[src/rtl/wave_pkg.sv]
// Shared types and sizes for the enemy-wave sequencer.
package wave_pkg;

    localparam int MAX_PLANES = 10;
    localparam int AMOUNT_W   = 4;

    typedef enum logic [1:0] {
        IDLE,
        LOAD,
        PLAY,
        CLEAR_WAIT
    } wave_state_e;

endpackage

[src/rtl/plane_counter.sv]
// Combinational popcount of a per-slot plane mask.
module plane_counter
    import wave_pkg::*;
(
    input  logic [MAX_PLANES-1:0] bits,
    output logic [AMOUNT_W-1:0]   count
);

    // Sum the set bits; ten slots always fit in four bits.
    always_comb begin
        count = '0;
        for (int i = 0; i < MAX_PLANES; i++) begin
            count = count + AMOUNT_W'(bits[i]);
        end
    end

endmodule

[src/rtl/wave_control.sv]
// Enemy-wave sequencer: loads the alive mask from the visibility mask, clears
// slots on hits, and after a cleared wave waits a respawn delay before loading
// a wave one plane larger (saturating at MAX_AMOUNT).
// Optional build macro WAVE_CONTROL_KILLS_EN adds a saturating 16-bit kill
// counter output.
//
// state      | meaning
// -----------+---------------------------------------------------------
// IDLE       | waiting for start, alive held at 0
// LOAD       | one cycle: alive <= vis, load_wave high
// PLAY       | hits clear alive bits; empty alive ends the wave
// CLEAR_WAIT | respawn delay, then grow plane_amount and reload
module wave_control
    import wave_pkg::*;
#(
    parameter int RESPAWN_DELAY = 50_000_000,
    parameter int START_AMOUNT  = 1,
    parameter int MAX_AMOUNT    = 10
) (
    input  logic                  clk,
    input  logic                  reset,
    input  logic                  start,
    input  logic [MAX_PLANES-1:0] vis,
    input  logic [MAX_PLANES-1:0] hit,
    output logic [AMOUNT_W-1:0]   plane_amount,
    output logic [MAX_PLANES-1:0] alive,
    output logic [AMOUNT_W-1:0]   alive_count,
    output logic                  load_wave,
    output logic                  wave_done
`ifdef WAVE_CONTROL_KILLS_EN
    ,
    output logic [15:0]           kills
`endif
);

    localparam int CNT_W = $clog2(RESPAWN_DELAY + 1);
    localparam logic [CNT_W-1:0]    CNT_LAST  = CNT_W'(RESPAWN_DELAY - 1);
    localparam logic [AMOUNT_W:0]   MAX_EXT   = (AMOUNT_W + 1)'(MAX_AMOUNT);
    localparam logic [AMOUNT_W-1:0] START_VAL = AMOUNT_W'(START_AMOUNT);

    wave_state_e           state;
    logic [CNT_W-1:0]      delay_cnt;
    logic [MAX_PLANES-1:0] alive_next;
    logic [AMOUNT_W:0]     amount_inc;
    logic [AMOUNT_W-1:0]   amount_grown;

    // Next alive mask under hits, and the next wave size computed one bit
    // wider so the increment cannot wrap before the saturation compare.
    always_comb begin
        alive_next   = alive & ~hit;
        amount_inc   = {1'b0, plane_amount} + (AMOUNT_W + 1)'(1);
        amount_grown = (amount_inc > MAX_EXT) ? MAX_EXT[AMOUNT_W-1:0]
                                              : amount_inc[AMOUNT_W-1:0];
    end

    plane_counter u_alive_count (
        .bits  (alive),
        .count (alive_count)
    );

    // Wave FSM; wave_done is raised on the edge that makes alive empty so it
    // is high exactly in the PLAY cycle that observes alive == 0.
    always_ff @(posedge clk) begin
        if (reset) begin
            state        <= IDLE;
            plane_amount <= START_VAL;
            alive        <= '0;
            load_wave    <= 1'b0;
            wave_done    <= 1'b0;
            delay_cnt    <= '0;
        end else begin
            load_wave <= 1'b0;
            wave_done <= 1'b0;
            unique case (state)
                IDLE: begin
                    alive <= '0;
                    if (start) begin
                        state     <= LOAD;
                        load_wave <= 1'b1;
                    end
                end
                LOAD: begin
                    alive     <= vis;
                    state     <= PLAY;
                    wave_done <= (vis == '0);
                end
                PLAY: begin
                    if (alive == '0) begin
                        state     <= CLEAR_WAIT;
                        delay_cnt <= '0;
                    end else begin
                        alive     <= alive_next;
                        wave_done <= (alive_next == '0);
                    end
                end
                CLEAR_WAIT: begin
                    alive     <= '0;
                    delay_cnt <= delay_cnt + CNT_W'(1);
                    if (delay_cnt == CNT_LAST) begin
                        plane_amount <= amount_grown;
                        state        <= LOAD;
                        load_wave    <= 1'b1;
                    end
                end
                default: state <= IDLE;
            endcase
        end
    end

`ifdef WAVE_CONTROL_KILLS_EN
    logic [MAX_PLANES-1:0] hit_live;
    logic [AMOUNT_W-1:0]   kill_inc;
    logic [16:0]           kills_sum;

    // Only hits on live planes score a kill.
    always_comb begin
        hit_live  = alive & hit;
        kills_sum = {1'b0, kills} + 17'(kill_inc);
    end

    plane_counter u_kill_count (
        .bits  (hit_live),
        .count (kill_inc)
    );

    // Saturating kill tally, advanced only while a wave is in play.
    always_ff @(posedge clk) begin
        if (reset) begin
            kills <= '0;
        end else if (state == PLAY) begin
            kills <= kills_sum[16] ? 16'hFFFF : kills_sum[15:0];
        end
    end
`endif

endmodule

[config.mk]
export PLATFORM = sky130hd
export DESIGN_NAME = wave_control
export DESIGN_NICKNAME = d
export VERILOG_FILES = /design/src/rtl/wave_pkg.sv /design/src/rtl/plane_counter.sv /design/src/rtl/wave_control.sv
export SDC_FILE = /design/constraint.sdc
export NUM_CORES = 1
export LEC_CHECK = 0
export CORE_ASPECT_RATIO = 0.8
export CORE_MARGIN = 3
export CORE_UTILIZATION = 52
export CTS_CLUSTER_DIAMETER = 30
export DETAILED_ROUTE_END_ITERATION = 16
export GPL_TIMING_DRIVEN = 0
export HOLD_SLACK_MARGIN = 0.03
export PLACE_DENSITY = 0.81
export SETUP_SLACK_MARGIN = 0.3
export SYNTH_ARGS = -nofsm -noshare
export SYNTH_HDL_FRONTEND = slang
export SYNTH_SLANG_ARGS = --single-unit
[constraint.sdc]
create_clock -name clk -period 10.6 [get_ports clk]
set_input_delay 2.12 -clock clk [delete_from_list [all_inputs] [get_ports clk]]
set_output_delay 2.12 -clock clk [all_outputs]
set_load 0.02 [all_outputs]
### Word level (Yosys, flattened, before mapping)

Index checks and enable logic that the tools add are counted.

| cells by class | value |
|---|---|
| divide/modulo/power cells | 0 |
| $add $sub $neg | 11 |
| order comparisons | 1 |
| shift-type cells | 0 |
| reductions and logical operators | 9 |
| equality and inequality tests | 8 |
| muxes and demuxes | 14 |
| bitwise logic cells | 2 |
| multipliers | 0 |

Operator list:

| operator | count |
|---|---|
| 26-bit case mux with 2 select lines | 1 |
| 4-bit by 1-bit adder with 4-bit output | 8 |
| 10-bit logical NOT | 3 |
| 10-bit case mux with 3 select lines | 1 |
| 26-bit by 1-bit adder with 26-bit output (second input constant) | 1 |
| 26-bit equality test (second input constant) | 1 |
| 26-bit 2-to-1 mux | 1 |
| 10-bit bitwise AND | 1 |
| 10-bit 2-to-1 mux | 1 |
| 10-bit NOT | 1 |
| 2-bit != test (second input constant) | 4 |
| 2-bit case mux with 4 select lines | 1 |
| 2-bit 2-to-1 mux | 3 |
| 4-bit by 1-bit adder with 5-bit output (second input constant) | 1 |
| 5-bit by 4-bit greater-than comparator with 1-bit output (second input constant) | 1 |
| 2-bit equality test (second input constant) | 2 |
| 4-bit 2-to-1 mux | 1 |
| 1-bit case mux with 2 select lines | 2 |
| 2-bit AND reduction | 2 |
| 1-bit 2-to-1 mux | 3 |
| 3-bit AND reduction | 1 |
| 1-bit by 1-bit adder with 2-bit output | 1 |
| 2-bit by 1-bit equality test with 1-bit output (second input constant) | 1 |
| 2-bit logical NOT | 1 |
| 2 further kinds | 2 |

| word-level totals | value |
|---|---|
| bits in registers | 44 |
| bits in read-only memories | 0 |
| bits in latches | 0 |
| memories | 0 |
| RAM bits | 0 |
| output and inout port bits | 20 |
| word-level logic and storage cells | 51 |
| bits of input ports | 23 |

### Depth between registers and ports, before layout

| depth | value |
|---|---|
| depth in word-level cells | 9 |
| depth in mapped cells | 11 |
| depth with buffers taken out | 11 |

### By module

From an unflattened synthesis, not the netlist that was laid out.

| unflattened totals | value |
|---|---|
| cells, all modules | 311 |
| area, all modules | 2571.2 um^2 |

Modules (own cells, without submodules):

| module | sequential area each (um^2) | area each (um^2) | cells each | times used |
|---|---|---|---|---|
| wave_control | 880.8 | 2344.7 | 283 | 1 |
| plane_counter | 0.0 | 226.5 | 28 | 1 |

### Least setup slack after synthesis

No wires, ideal clock.

| timing path | value |
|---|---|
| path type | flip-flop to output port |
| start | register alive[0] |
| end | output alive_count[2] |
| slack | 5079 ps |
| cell stages (with the launch flop) | 10 |
| required time | 8480 ps |
| buffers on the path | 0 |
| arrival | 3401 ps |
| cells stage by stage | dfxtp_1 inv_1 ha_1 inv_1 fa_1 fa_1 fa_1 fa_1 fa_1 xnor2_1 |

| between the ends | value |
|---|---|
| word-level cells in the longest chain between the ends | 9 |

RTL lines:

| item | line | RTL |
|---|---|---|
| start: declaration | wave_control.sv:26 | `output logic [MAX_PLANES-1:0] alive,` |
| start signal: assignment | wave_control.sv:83 | `alive <= vis;` |
| start signal: assignment | wave_control.sv:92 | `alive <= alive_next;` |
| 1-bit by 1-bit adder with 2-bit output | plane_counter.sv:13 | `count = count + AMOUNT_W'(bits[i]);` |
| 4-bit by 1-bit adder with 4-bit output (8 in a row) | plane_counter.sv:13 |  |
| end: declaration | wave_control.sv:27 | `output logic [AMOUNT_W-1:0] alive_count,` |

Every way passes these cells.

### Worst setup path after layout

Ends and elaborated chain as after synthesis.

==> summary.md <==
| Metric | Value |
|---|---|
| Cells after Synth | `~300` |
| GR Util All Layers | `between 20 and 25%` |
| Final setup skew | `about 0.0074 ns` |
| P per Cell Area | `161 mW/mm2` |
| ANT nets after route | `0` |
| CP Capture Type | `output pin` |
| Wire per inst | `between 10 and 15 um` |
| Post-Place Setup Slack | `4.69 ns` |
| Final period util | `58.6%` |
| Fmax achieved | `161 MHz` |
| Clock transition at the registers of the reported paths | `0.08 ns` |
| Main combinational cell family by area after synthesis | `simple AND/OR/NAND/NOR gates` |
| Maxcap violations | `0` |
| Worst rel slew slack | `60.4%` |
| Async set-or-reset flop fraction in the synthesized netlist | `0%` |
| Vias/cell | `5.65` |
| Compound-cell area share of the yosys netlist | `a little under an eighth` |
| Hold WC Path Type | `reg -> reg` |
| Avg Cell Area, Syn | `8.43 um2` |
| Sequential area share after synthesis | `a little over a third` |
| Mapped Nets | `between 300 and 400` |
| R2r setup slk | `8.15 ns` |
| DP Wirelength | `4640 um` |
| Core area | `approximately 0.0044 mm2` |
| DRT Wirelength | `between 5000 and 6000 um` |
| CP Max Fanout | `4` |
| Max VDD drop | `169 uV` |
| Setup Buffers After CTS | `0` |
| Crit path kind | `reg -> out` |
| Layout cells sized above 1 | `3.76%` |
| Non-Filler Instances | `~400` |
| Crit start category | `flop` |
| Crit path required time | `8.48 ns` |
| Die X | `83.4 um` |
| Cell variety after synth | `between 40 and 50` |
| Setup WS post-layout | `roughly 4.4 ns` |
| CTS max path bufs | `2` |
| Post-synthesis simple-gate area fraction | `28.4%` |
| CTS tree | `built` |
| Starting Density | `56.9%` |
| Nets | `roughly 390` |
| DRC Markers | `0` |
| Number of flops mapped to enable cells by yosys | `0` |
| Post-Syn Area | `0.00249 mm2` |
| Initial antenna violation count | `0` |
| RSZ-0062 raised after global routing | `false` |
| Num CTS Buffers | `5` |
| Buffers on Ports | `42` |
| Outcome | `finished, final reports clean` |
| Setup TNS | `0 ns` |
| Post-Synth Adder-Cell Area | `11.8%` |
| Gpl congestion | `0.935` |
| Die Y | `68.0 um` |
| Syn. warnings | `0` |
| Post-CTS sizing | `0` |
| Final Critical Period | `6.21 ns` |
| Via count of the first global-routing pass | `2108` |
| Primary FF master, synth | `dfxtp_1` |
| Actual slew at the worst max-slew pin | `0.592 ns` |
| Synthesized flop and latch total | `44` |
| DRT iter0 DRCs | `215` |
| DR vias | `2278` |
| Multiplexer area fraction after synthesis | `0.853%` |
| Final Max Tran Viols | `0` |
| Clock insertion delay at the later pin of the skew report | `0.30 ns` |
| Critical Path AT | `4.09 ns` |
| Synth-to-Final Area Change | `23.4%` |
| Largest net degree at the start of global routing | `14` |
| 1st-pass router iterations | `6` |
| Layout Utilization | `70.2%` |
| TritonCTS sink count | `44` |
| Rows | `21` |
| Leakage | `0.00109 uW` |
| Fill count | `~350` |
| Die ar. | `0.00567 mm2` |
| Hold Fails Final Rpt | `0` |
| Hold_buf cts | `0` |
| I/O Pins | `43` |
| Diode count | `0` |
| Post-Place Cells | `approximately 400` |
| First-pass GRT wire length | `9880 um` |
| Depth of the CTS H-tree | `2` |
| Root Buffer Master | `clkbuf_8` |
| GRT overflow | `0` |
| Count of final setup violators | `0` |
| Synth Area in XOR/XNOR | `7.02%` |
-- worst paths after layout --
| path | to | cells after the start | start |
|---|---|---|---|
| max | alive_count[2] | 10 | alive[0] |
| max reg2reg | delay_cnt[23] | 8 | alive[0] |
| min | delay_cnt[0] | 2 | delay_cnt[0] |
| min reg2reg | delay_cnt[0] | 2 | delay_cnt[0] |
-- synthesized netlist by cell type, drive strengths merged, types with 6 or more instances --
cell / n / share of area, %
ha: 14 / 7.0
nor4: 13 / 3.3
nand4: 7 / 1.8
a22oi: 11 / 3.3
nand2: 13 / 2.0
nor3: 10 / 2.0
fa: 6 / 4.8
clkbuf: 8 / 1.2
inv: 25 / 3.8
nand3: 11 / 2.2
xnor2: 19 / 6.7
a21oi: 8 / 1.6
nor2: 47 / 7.1
dfxtp: 44 / 35
-- layer usage --
layer,wire length [um],up-vias,share of wire [%],GRT usage [%]
met3,484,7,8.2,6.86
met5,0,-,0,0
li1,-,1132,-,-
met2,2510,89,42,34.9
met4,36,0,0.61,4.42
met1,2900,1050,49,29.4
-- sequential cells by signal (all words and copies together), names as in the netlist --
name / cells
delay_cnt: 26
alive: 10
plane_amount: 4
state: 2
load_wave: 1
wave_done: 1
-- cells by family after synthesis --
logic type / count (synthesis)
mux: 2
buf+inv: 35
compound gates: 40
simple gates: 135
flops: 44
xor+xnor: 20
fa+ha+maj: 20
-- cell type report --
type	instances	area [um2]	share of cell area, %
multi-input combinational	217	1480	48.1
sequential	44	881	28.6
timing repair buffer	42	420	13.7
inverter	25	93.8	3.05
clock buffer	6	82.6	2.68
tap	57	71.3	2.32
buffer	10	38.8	1.26
clock inverter	2	10.0	0.325
-- critical path: stages, from the launching register on --
cell	delay, ns
dfxtp_1	0.40
inv_1	0.08
ha_1	0.29
inv_1	0.07
fa_1	0.42
fa_1	0.51
fa_1	0.42
fa_1	0.43
fa_1	0.41
xnor2_1	0.16
clkdlybuf4s50_1	0.62
-- metrics by stage --
step	hold slack (ns)	area [um2]	power (uW)
final	0.495	3080	495
after global routing	0.507	3080	524
after CTS	0.491	3080	498
after detailed placement	0.482	2990	389
after global placement	0.473	2990	384
after floorplan	0.454	2490	316
-- cells in the final DEF (no fill, tap or decap), drive strengths merged, types with 5 or more instances in the layout --
cell and count:
nor2 47, dfxtp 44, clkdlybuf4s50 42, inv 25, xnor2 19, ha 14, clkbuf 14, nand2 13
nor4 13, nand3 11, a22oi 11, nor3 10, a21oi 8, nand4 7, fa 6, o21ai 5
nand2b 5, or3 5
-- where the power goes --
| part | internal, uW | leakage, uW | total [uW] | switching [uW] |
|---|---|---|---|---|
| Combinational | 83.9 | 0.000685 | 198 | 114 |
| Clock | 52.0 | 0.0000510 | 108 | 56.1 |
| Sequential | 177 | 0.000356 | 189 | 11.7 |
Power figures use the tool's default switching activity.
